**src/rtl/cop_ise_pkg.sv**
```systemverilog
// Shared definitions for the masked custom-0 ISE coprocessor.
//   - funct[2:0] operation codes
//   - FSM state encoding
//   - helpers: timing-randomisation mask and reserved-code decode
package cop_ise_pkg;

    localparam logic [2:0] FnAdd    = 3'b000;
    localparam logic [2:0] FnMul    = 3'b001;
    localparam logic [2:0] FnRdRand = 3'b010;
    localparam logic [2:0] FnSub    = 3'b011;
    localparam logic [2:0] FnXor    = 3'b100;
    localparam logic [2:0] FnRdHigh = 3'b111;

    typedef enum logic [3:0] {
        StIdle,
        StRng,
        StMask,
        StStep1,
        StWait1,
        StStep2,
        StWait2,
        StStep3,
        StWait3,
        StHigh,
        StDone
    } state_e;

    // Delay mask (2^(k+1))-1; callers truncate to their counter width.
    function automatic logic [7:0] dly_mask(input logic [2:0] k);
        return 8'hFF >> (3'd7 - k);
    endfunction

    function automatic logic fn_reserved(input logic [2:0] fn);
        return (fn == 3'b101) || (fn == 3'b110);
    endfunction

endpackage

```
**src/rtl/cop_ise_tdelay.sv**
```systemverilog
// Random execution-time padding counter.
// Ports:
//   i_clk   clock (rising edge)
//   i_rst_n synchronous active-low reset, clears the count
//   i_load  load i_val (takes priority over i_dec)
//   i_dec   decrement while non-zero
//   i_val   load value
//   o_zero  count is zero
module cop_ise_tdelay #(
    parameter int unsigned DLY_W = 8
) (
    input  logic             i_clk,
    input  logic             i_rst_n,
    input  logic             i_load,
    input  logic             i_dec,
    input  logic [DLY_W-1:0] i_val,
    output logic             o_zero
);

    logic [DLY_W-1:0] r_cnt;

    always_ff @(posedge i_clk) begin
        if (!i_rst_n) begin
            r_cnt <= '0;
        end else if (i_load) begin
            r_cnt <= i_val;
        end else if (i_dec && (r_cnt != '0)) begin
            r_cnt <= r_cnt - 1'b1;
        end
    end

    assign o_zero = (r_cnt == '0);

endmodule

```
**src/rtl/cop_ise_masked.sv**
```systemverilog
// Masked custom-0 ISE coprocessor: ADD/SUB/XOR/MUL on randomly split shares,
// RDRAND and RDHIGH, with optional random padding between steps.
// Ports:
//   cop_clk, cop_rst_n         clock, synchronous active-low reset
//   cop_valid/insn/rs1/rs2     instruction offer and operands
//   cop_ready, cop_wr          one-cycle completion / writeback pulses
//   cop_rd                     low half of the result register
//   cop_wait                   busy (state != idle)
//   rng_req/rng_ack/rng_data   external random-word handshake
module cop_ise_masked
    import cop_ise_pkg::*;
#(
    parameter logic [6:0]  CUSOPCODE = 7'b0001011,
    parameter int unsigned XLEN      = 32,
    parameter int unsigned DLY_W     = 8
) (
    input  logic              cop_clk,
    input  logic              cop_rst_n,
    input  logic              cop_valid,
    input  logic [31:0]       cop_insn,
    input  logic [XLEN-1:0]   cop_rs1,
    input  logic [XLEN-1:0]   cop_rs2,
    output logic              cop_ready,
    output logic              cop_wr,
    output logic [XLEN-1:0]   cop_rd,
    output logic              cop_wait,
    output logic              rng_req,
    input  logic              rng_ack,
    input  logic [2*XLEN-1:0] rng_data
);

    localparam int unsigned W2 = 2 * XLEN;

    state_e          r_state, w_state_nxt;
    logic [XLEN-1:0] r_a, r_b;
    logic [6:0]      r_funct;
    logic [W2-1:0]   r_res, r_rnd;
    // Shares keep their carry bit so the unmasking steps are exact mod 2^W2.
    logic [XLEN:0]   r_sa, r_sb;

    logic            w_accept;
    logic [2:0]      w_fn;
    logic [W2-1:0]   w_a_x, w_r0_x, w_r1_x, w_sa_x, w_sb_x;
    logic [W2-1:0]   w_mul_a, w_mul_b, w_prod, w_res_step;
    logic [7:0]      w_dly_byte, w_dly_mask;
    logic [DLY_W-1:0] w_dly_val;
    logic            w_dly_load, w_dly_dec, w_dly_zero;
    logic            w_unused_insn;

    assign w_unused_insn = ^cop_insn[24:7];

    assign w_accept = (r_state == StIdle) && cop_valid && (cop_insn[6:0] == CUSOPCODE);
    assign w_fn     = r_funct[2:0];

    assign w_a_x  = {{XLEN{1'b0}}, r_a};
    assign w_r0_x = {{XLEN{1'b0}}, r_rnd[XLEN-1:0]};
    assign w_r1_x = {{XLEN{1'b0}}, r_rnd[W2-1:XLEN]};
    assign w_sa_x = {{(XLEN-1){1'b0}}, r_sa};
    assign w_sb_x = {{(XLEN-1){1'b0}}, r_sb};

    // ---------------------------------------------------------------- FSM
    always_ff @(posedge cop_clk) begin
        if (!cop_rst_n) begin
            r_state <= StIdle;
        end else begin
            r_state <= w_state_nxt;
        end
    end

    always_comb begin
        w_state_nxt = r_state;
        unique case (r_state)
            StIdle: begin
                if (w_accept) begin
                    case (cop_insn[27:25])
                        FnAdd, FnMul, FnRdRand, FnSub, FnXor: w_state_nxt = StRng;
                        FnRdHigh:                             w_state_nxt = StHigh;
                        default:                              w_state_nxt = StDone;
                    endcase
                end
            end
            StRng: begin
                if (rng_ack) begin
                    w_state_nxt = (w_fn == FnRdRand) ? StDone : StMask;
                end
            end
            StMask:  w_state_nxt = StStep1;
            StStep1: w_state_nxt = StWait1;
            StWait1: if (w_dly_zero) w_state_nxt = StStep2;
            StStep2: w_state_nxt = StWait2;
            StWait2: if (w_dly_zero) w_state_nxt = (w_fn == FnMul) ? StStep3 : StDone;
            StStep3: w_state_nxt = StWait3;
            StWait3: if (w_dly_zero) w_state_nxt = StDone;
            StHigh:  w_state_nxt = StDone;
            StDone:  w_state_nxt = StIdle;
            default: w_state_nxt = StIdle;
        endcase
    end

    assign cop_ready = (r_state == StDone);
    assign cop_wr    = (r_state == StDone) && !fn_reserved(w_fn);
    assign cop_wait  = (r_state != StIdle);
    assign rng_req   = (r_state == StRng);
    assign cop_rd    = r_res[XLEN-1:0];

    // ------------------------------------------------------- delay padding
    always_comb begin
        w_dly_byte = r_rnd[7:0];
        case (r_state)
            StStep2: w_dly_byte = r_rnd[15:8];
            StStep3: w_dly_byte = r_rnd[23:16];
            default: ;
        endcase
    end

    assign w_dly_mask = dly_mask(r_funct[5:3]);
    assign w_dly_val  = r_funct[6] ? (w_dly_mask[DLY_W-1:0] & w_dly_byte[DLY_W-1:0]) : '0;
    assign w_dly_load = (r_state == StStep1) || (r_state == StStep2) || (r_state == StStep3);
    assign w_dly_dec  = (r_state == StWait1) || (r_state == StWait2) || (r_state == StWait3);

    cop_ise_tdelay #(
        .DLY_W (DLY_W)
    ) u_tdelay (
        .i_clk   (cop_clk),
        .i_rst_n (cop_rst_n),
        .i_load  (w_dly_load),
        .i_dec   (w_dly_dec),
        .i_val   (w_dly_val),
        .o_zero  (w_dly_zero)
    );

    // ----------------------------------------------------------- datapath
    // Single multiplier; operands selected by the step being executed.
    always_comb begin
        w_mul_a = w_sa_x;
        w_mul_b = w_sb_x;
        if (r_state == StStep2) begin
            w_mul_a = w_r0_x;
        end else if (r_state == StStep3) begin
            w_mul_a = w_a_x;
            w_mul_b = w_r1_x;
        end
    end

    assign w_prod = w_mul_a * w_mul_b;

    always_comb begin
        w_res_step = r_res;
        case (r_state)
            StStep1: begin
                case (w_fn)
                    FnAdd:   w_res_step = w_sa_x + w_sb_x;
                    FnSub:   w_res_step = w_sa_x - w_sb_x;
                    FnXor:   w_res_step = w_sa_x ^ w_sb_x;
                    default: w_res_step = w_prod;
                endcase
            end
            StStep2: begin
                case (w_fn)
                    FnAdd:   w_res_step = r_res - (w_r0_x + w_r1_x);
                    FnSub:   w_res_step = r_res - (w_r0_x - w_r1_x);
                    FnXor:   w_res_step = r_res ^ (w_r0_x ^ w_r1_x);
                    default: w_res_step = r_res - w_prod;
                endcase
            end
            StStep3: w_res_step = r_res - w_prod;
            StHigh:  w_res_step = {r_res[W2-1:XLEN], r_res[W2-1:XLEN]};
            default: ;
        endcase
    end

    always_ff @(posedge cop_clk) begin
        if (!cop_rst_n) begin
            r_a     <= '0;
            r_b     <= '0;
            r_funct <= '0;
            r_rnd   <= '0;
            r_res   <= '0;
            r_sa    <= '0;
            r_sb    <= '0;
        end else begin
            case (r_state)
                StIdle: begin
                    if (w_accept) begin
                        r_a     <= cop_rs1;
                        r_b     <= cop_rs2;
                        r_funct <= cop_insn[31:25];
                    end
                end
                StRng: begin
                    if (rng_ack) begin
                        r_rnd <= rng_data;
                        if (w_fn == FnRdRand) begin
                            r_res <= rng_data;
                        end
                    end
                end
                StMask: begin
                    if (w_fn == FnXor) begin
                        r_sa <= {1'b0, r_a ^ r_rnd[XLEN-1:0]};
                        r_sb <= {1'b0, r_b ^ r_rnd[W2-1:XLEN]};
                    end else begin
                        r_sa <= {1'b0, r_a} + {1'b0, r_rnd[XLEN-1:0]};
                        r_sb <= {1'b0, r_b} + {1'b0, r_rnd[W2-1:XLEN]};
                    end
                end
                StStep1, StStep2, StStep3, StHigh: r_res <= w_res_step;
                default: ;
            endcase
        end
    end

endmodule
```
**config.mk**
```make
export PLATFORM = sky130hd
export DESIGN_NAME = cop_ise_masked
export DESIGN_NICKNAME = d
export VERILOG_FILES = /design/src/rtl/cop_ise_pkg.sv /design/src/rtl/cop_ise_tdelay.sv /design/src/rtl/cop_ise_masked.sv
export SDC_FILE = /design/constraint.sdc
export NUM_CORES = 2
export LEC_CHECK = 0
export ABC_AREA = 1
export ABC_CLOCK_PERIOD_IN_PS = 27800
export BUFFER_PORTS_ARGS = -buffer_cell sky130_fd_sc_hd__buf_2
export CORE_AREA = 4 4 409 411
export CTS_CLUSTER_SIZE = 40
export DETAILED_ROUTE_END_ITERATION = 16
export DIE_AREA = 0 0 413 415
export SYNTH_ARGS = -nofsm -noshare
export SYNTH_HDL_FRONTEND = slang
export SYNTH_SLANG_ARGS = --single-unit
```
**constraint.sdc**
```tcl
create_clock -name cop_clk -period 27.8 [get_ports cop_clk]
set_input_delay 5.56 -clock cop_clk [delete_from_list [all_inputs] [get_ports cop_clk]]
set_output_delay 5.56 -clock cop_clk [all_outputs]
set_load 0.01 [all_outputs]
```
# After elaboration in Yosys (flattened, before gate mapping)
# Index checks and enable logic that the tools add are counted.
# op_classes
add_sub_neg,11
mul,1
n_eq_ne,31
shifts,1
n_mux,25
bitwise_logic,6
reduce_logical,25
# ops
operator,n
one-hot mux 64 bit (3 select lines),2
one-hot mux 64 bit (4 select lines),1
2-to-1 mux 33 bit,6
2-to-1 mux 64 bit,2
one-hot mux 64 bit (2 select lines),1
subtractor 64 bit,2
adder 32 x 32 -> 33 bit,3
XOR 32 bit,3
multiplier 64 x 64 -> 64 bit,1
subtractor 64 x 33 -> 64 bit,1
XOR 64 x 32 -> 64 bit,1
one-hot mux 4 bit (10 select lines),1
adder 33 x 33 -> 34 bit,1
subtractor 33 x 33 -> 34 bit,1
subtractor 32 x 32 -> 33 bit,1
XOR 33 bit,1
2-to-1 mux 4 bit,7
2-to-1 mux 8 bit,3
equality test 4 x 3 -> 1 bit (second input constant),4
one-hot mux 8 bit (2 select lines),1
equality test 3 bit (second input constant),5
equality test 3 x 2 -> 1 bit (second input constant),4
equality test 4 bit (second input constant),3
!= test 2 x 1 -> 1 bit (second input constant),5
other kinds (26),40
# word_totals
regBits,277

# Longest topological paths before layout
# depth
ltp_word,8
mapped_depth,60
depth_no_buf,60

# Modules after synthesis
# A second synthesis with hierarchy kept.
# hier_totals
hier_cells,11429
area_unflattened_um2,74246.2
# modules_own_cells
mod,instances,cells_each,area_per_inst_um2,seq_area_each_um2
cop_ise_masked,1,11328,73654.4,5385.2
cop_ise_tdelay,1,101,591.8,160.2

# Worst setup path after synthesis
# OpenSTA, ideal clock, no wires.
# synth_path
kind,register to register
startpoint,reg r_state[2]
endpoint,reg r_res[44]
t_arrival_ns,8.920
slack_ns,18.809
path_stages_with_launch,50
path_buffers,2
cell_sequence,dfxtp_1 -> inv_2 -> nor2_4 -> nand2_4 -> buf_2 -> o21ai_1 -> clkinv_1 -> buf_2 -> nor2_1 -> fa_1 -> fa_1 -> fa_1 -> inv_1 -> fa_1 -> inv_1 -> fa_1 -> inv_1 -> fa_1 -> [14 not listed] -> nand2_1 -> nand3b_1 -> nand2_1 -> ha_1 -> nand2_1 -> nor2_1 -> inv_1 -> nor2_1 -> inv_1 -> nor2_1 -> inv_1 -> or2_2 -> nand3_1 -> or2_2 -> nand3_1 -> nand4_1 -> nand2_1 -> a21oi_1
# synth_via
elab_chain_cells,8
elab_cells_between_ends,22
classes_between,1 x add/sub; 1 x mul; 9 x eq/ne; 8 x mux; 3 x reduce/logical
# synth_lines
item,line,text
from (decl),cop_ise_masked.sv:34,"state_e r_state, w_state_nxt;"
from (signal assigned),cop_ise_masked.sv:64,r_state <= StIdle;
from (signal assigned),cop_ise_masked.sv:66,r_state <= w_state_nxt;
equality test 4 x 3 -> 1 bit,"cop_ise_masked.sv:139, cop_ise_masked.sv:149, cop_ise_masked.sv:182",
2-to-1 mux 33 bit,cop_ise_masked.sv:139,end else if (r_state == StStep3) begin
2-to-1 mux 33 bit,cop_ise_masked.sv:137,if (r_state == StStep2) begin
multiplier 64 x 64 -> 64 bit,cop_ise_masked.sv:145,assign w_prod = w_mul_a * w_mul_b;
subtractor 64 bit,"cop_ise_masked.sv:163, cop_ise_masked.sv:166",
one-hot mux 64 bit (3 select lines),cop_ise_masked.sv:159,case (w_fn)
one-hot mux 64 bit (4 select lines),cop_ise_masked.sv:149,case (r_state)
one-hot mux 64 bit (2 select lines),cop_ise_masked.sv:182,case (r_state)
to (signal assigned),cop_ise_masked.sv:194,r_res <= rng_data;
to (signal assigned),cop_ise_masked.sv:207,"StStep1, StStep2, StStep3, StHigh: r_res <= w_res_step;"
to (decl),cop_ise_masked.sv:37,"logic [W2-1:0] r_res, r_rnd;"
# Several ways; a longest one is shown, not always the timed one.
# A chain may end at the register's enable or synchronous reset.

# Worst setup path after layout
# layout_path
startpoint,reg r_state[1]
endpoint,reg r_res[63]
# The elaborated chain is that of the path after synthesis.

==> flow_metrics.env <==
export IMPL_status="finished clean"
export IMPL_min_path_cells=2
export IMPL_finalSetupViolations=0
export IMPL_die_y_um=415
export IMPL_clockBufferDepth=3
export IMPL_r2r_slack_ns=13.67
export IMPL_synth_top_family_by_area="adder cells"
export IMPL_critPathMaxStageDelay_ns=1.08
export IMPL_via_per_inst=5.92
export IMPL_period_minus_slack_ns=14.13
export IMPL_async_reset_ff_share_pct=0
export IMPL_yosys_warnings=0
export IMPL_utilization_pct=47.3
export IMPL_hp_class="register to register"
export IMPL_total_power_mw=10.4
export IMPL_arrival_ns=14.62
export IMPL_cts_tree="done"
export IMPL_postCtsSetupBuffers=0
export IMPL_dp_cells=13100
export IMPL_fmax_mhz=70.8
export IMPL_drive_gt1_share_pct=5.25
export IMPL_synthCells=11000
export IMPL_min_to="r_b[4]"
export IMPL_hold_buffers=0
export IMPL_clk_pin_slew_ns=0.07
export IMPL_grt_usage_pct=43.9
export IMPL_drt_iter0_markers=9038
export IMPL_vias=78200
export IMPL_drt_pre_antenna_iters=8
export IMPL_post_cts_resized=0
export IMPL_worst_path_max_delay_cell="clkinv_1"
export IMPL_finClkSkew_ns=0.0566
export IMPL_grt_start_max_net_pins=109
export IMPL_drt_wl_total_mm=384
export IMPL_portBuffers=181
export IMPL_end_kind="register"
export IMPL_yosys_area_share_xor_xnor_pct=1.64
export IMPL_tns_ns=0
export IMPL_cpMostUsedCell="fa_1"
export IMPL_mostFrequentLayoutCells="nand2_1, inv_1, nor2_1"
export IMPL_synth_flop_cell="dfxtp_1"
export IMPL_dpl_hpwl_mm=319
export IMPL_rr_worst_depth=44
export IMPL_maxCapViolCount=0
export IMPL_synth_compound_area_share_pct=14.2
export IMPL_insertion_delay_ns=0.65
export IMPL_powerDensity_mw_per_mm2=134
export IMPL_synth_edf_count=0
export IMPL_ant_nets=0
export IMPL_cts_htree_levels=2
export IMPL_relSlewSlack_pct=11.4
export IMPL_netlist_area_mm2=0.0731
export IMPL_io_pins=200
export IMPL_finalHoldViolCount=0
export IMPL_fin_nets=12700
export IMPL_antenna_found_initial=35
export IMPL_dieWidth_um=413
export IMPL_crit_type="register to register"
export IMPL_overflow=0
export IMPL_yosysSeqAreaShare_pct=7.58
export IMPL_place_congestion=1.10
export IMPL_cts_sinks=277
export IMPL_worstHoldStart="r_b[4]"
export IMPL_period_share_pct=50.8
export IMPL_coreArea_mm2=0.164
export IMPL_slew_viol_final=0
export IMPL_worst_slew_pin_slew_ns=1.32
export IMPL_crit_path_start_kind="register"
export IMPL_route_detailed_drc=0
export IMPL_synth_distinct_cells=63
export IMPL_r2r_end="r_res[63]"
export IMPL_avgSynthCellArea_um2=6.66
export IMPL_cts_buffers=36
export IMPL_core_rowCount=149
export IMPL_ir_drop_mv=0.131
export IMPL_critPathMaxFanout=38
export IMPL_grt_pass1_wl_mm=540
export IMPL_final_common_cell="nand2_1"
export IMPL_syn_to_final_growth_pct=6.06
export IMPL_p_leak_nw=38.9
export IMPL_required_ns=28.29
export IMPL_synthAdderAreaFrac_pct=37.6
export IMPL_synth_seq_cells=277
export IMPL_yosys_area_share_simple_pct=25.7
export IMPL_start_util_pct=44.6
export IMPL_layout_cells_non_filler=13200
export IMPL_synthMuxAreaShare_pct=0
export IMPL_rsz0062_at_grt="no"
export IMPL_wl_per_cell_um=29.1
export IMPL_r2r_start="r_state[1]"
export IMPL_dieArea_mm2=0.171
export IMPL_syn_num_nets=12800
export IMPL_root_buffer="clkbuf_16"
export IMPL_first_global_vias=76100
-- stage by stage --
step	hold WS, ns	area [µm²]	setup WS (ns)
after global placement	0.477	76400	14.30
after floorplan	0.455	73100	18.81
after global routing	0.524	77500	13.39
after CTS	0.496	77500	14.20
final	0.496	77600	13.67
after detailed placement	0.485	76400	14.30
-- cell families (layout without fill, tap and decap cells) --
| kind of cell | count (synthesis) | count (layout) |
|---|---|---|
| flops | 277 | 277 |
| simple gates | 4606 | 4606 |
| buf+inv | 2477 | 2496 |
| compound gates | 1890 | 1890 |
| other cells | 0 | 13 |
| xor+xnor | 137 | 137 |
| fa+ha+maj | 1602 | 1602 |
-- state kept, by name (all words and copies together) (netlist names) --
register,cells
r_sa,33
r_a,32
r_rnd,64
r_sb,33
r_res,64
r_funct,7
r_b,32
r_state,4
u_tdelay.r_cnt,8
-- how the worst max path moves through the flow --
stage	from	endpoint	slack, ns	cells after the start
2_1_floorplan	r_state[2]	r_res[44]	18.81	49
3_3_place_gp	r_state[1]	r_res[31]	14.30	39
3_5_place_dp	r_state[1]	r_res[31]	14.30	41
4_1_cts	r_state[1]	r_res[31]	14.20	40
5_1_grt	r_state[1]	r_res[31]	13.39	47
6_report	r_state[1]	r_res[63]	13.67	44
-- cells in the mapped netlist (11+ instances only) --
library cell | count | share of area (%)
nand2_1 | 2242 | 12
inv_1 | 2027 | 10
nor2_1 | 1537 | 7.9
fa_1 | 996 | 27
a21oi_1 | 790 | 5.4
o21ai_0 | 691 | 4.7
ha_1 | 606 | 10
nand3_1 | 455 | 3.1
dfxtp_1 | 277 | 7.6
clkbuf_1 | 205 | 1.1
buf_2 | 128 | 0.88
nand4_1 | 109 | 0.93
xor2_1 | 89 | 1.1
nor3_1 | 87 | 0.60
o21bai_1 | 64 | 0.66
a31oi_1 | 48 | 0.41
xnor2_1 | 48 | 0.57
a21o_1 | 40 | 0.41
o21ai_1 | 39 | 0.27
o211ai_1 | 38 | 0.39
buf_4 | 37 | 0.38
o22ai_1 | 36 | 0.31
or2_2 | 32 | 0.27
nand3b_1 | 31 | 0.32
clkinv_1 | 29 | 0.15
inv_2 | 28 | 0.14
nor4_1 | 27 | 0.23
o2111ai_1 | 24 | 0.29
nor2_2 | 23 | 0.20
o21a_1 | 23 | 0.24
a21boi_0 | 19 | 0.20
nand2_2 | 17 | 0.15
o21ai_2 | 15 | 0.18
a221oi_1 | 14 | 0.17
o221ai_1 | 14 | 0.17
buf_1 | 13 | 0.067
a211oi_1 | 11 | 0.11
-- final cells by class --
type | instances | area [µm²]
sequential | 277 | 5550
clock inverter | 20 | 185
fill | 17300 | 86500
clock buffer | 44 | 981
antenna | 13 | 32.5
timing repair buffer | 348 | 2170
multi-input combinational | 8235 | 58100
inverter | 2084 | 7820
tap | 2189 | 2740
-- report_power, final --
part           switching (mW)  internal [mW]
Sequential              0.130          0.461
Combinational            6.87           2.43
Clock                   0.229          0.272
-- critical path, delay by kind of cell, from the launching register on --
family	cells	cell delay, ns
adder cells (fa/ha/maj)	10	5.01
AND/OR/NAND/NOR	16	2.93
AO/OA/AOI/OAI	10	2.75
buffers and inverters	7	1.79
XOR/XNOR	1	0.73
flip-flops	1	0.68
-- routing by layer --
layer	vias up	GRT usage (%)	share of wire, %
li1	34300	-	-
met1	37900	55.0	38
met2	4801	65.0	42
met3	1176	12.0	11
met4	16	31.0	9.0
met5	-	0	0.029
Power figures use the tool's default switching activity.
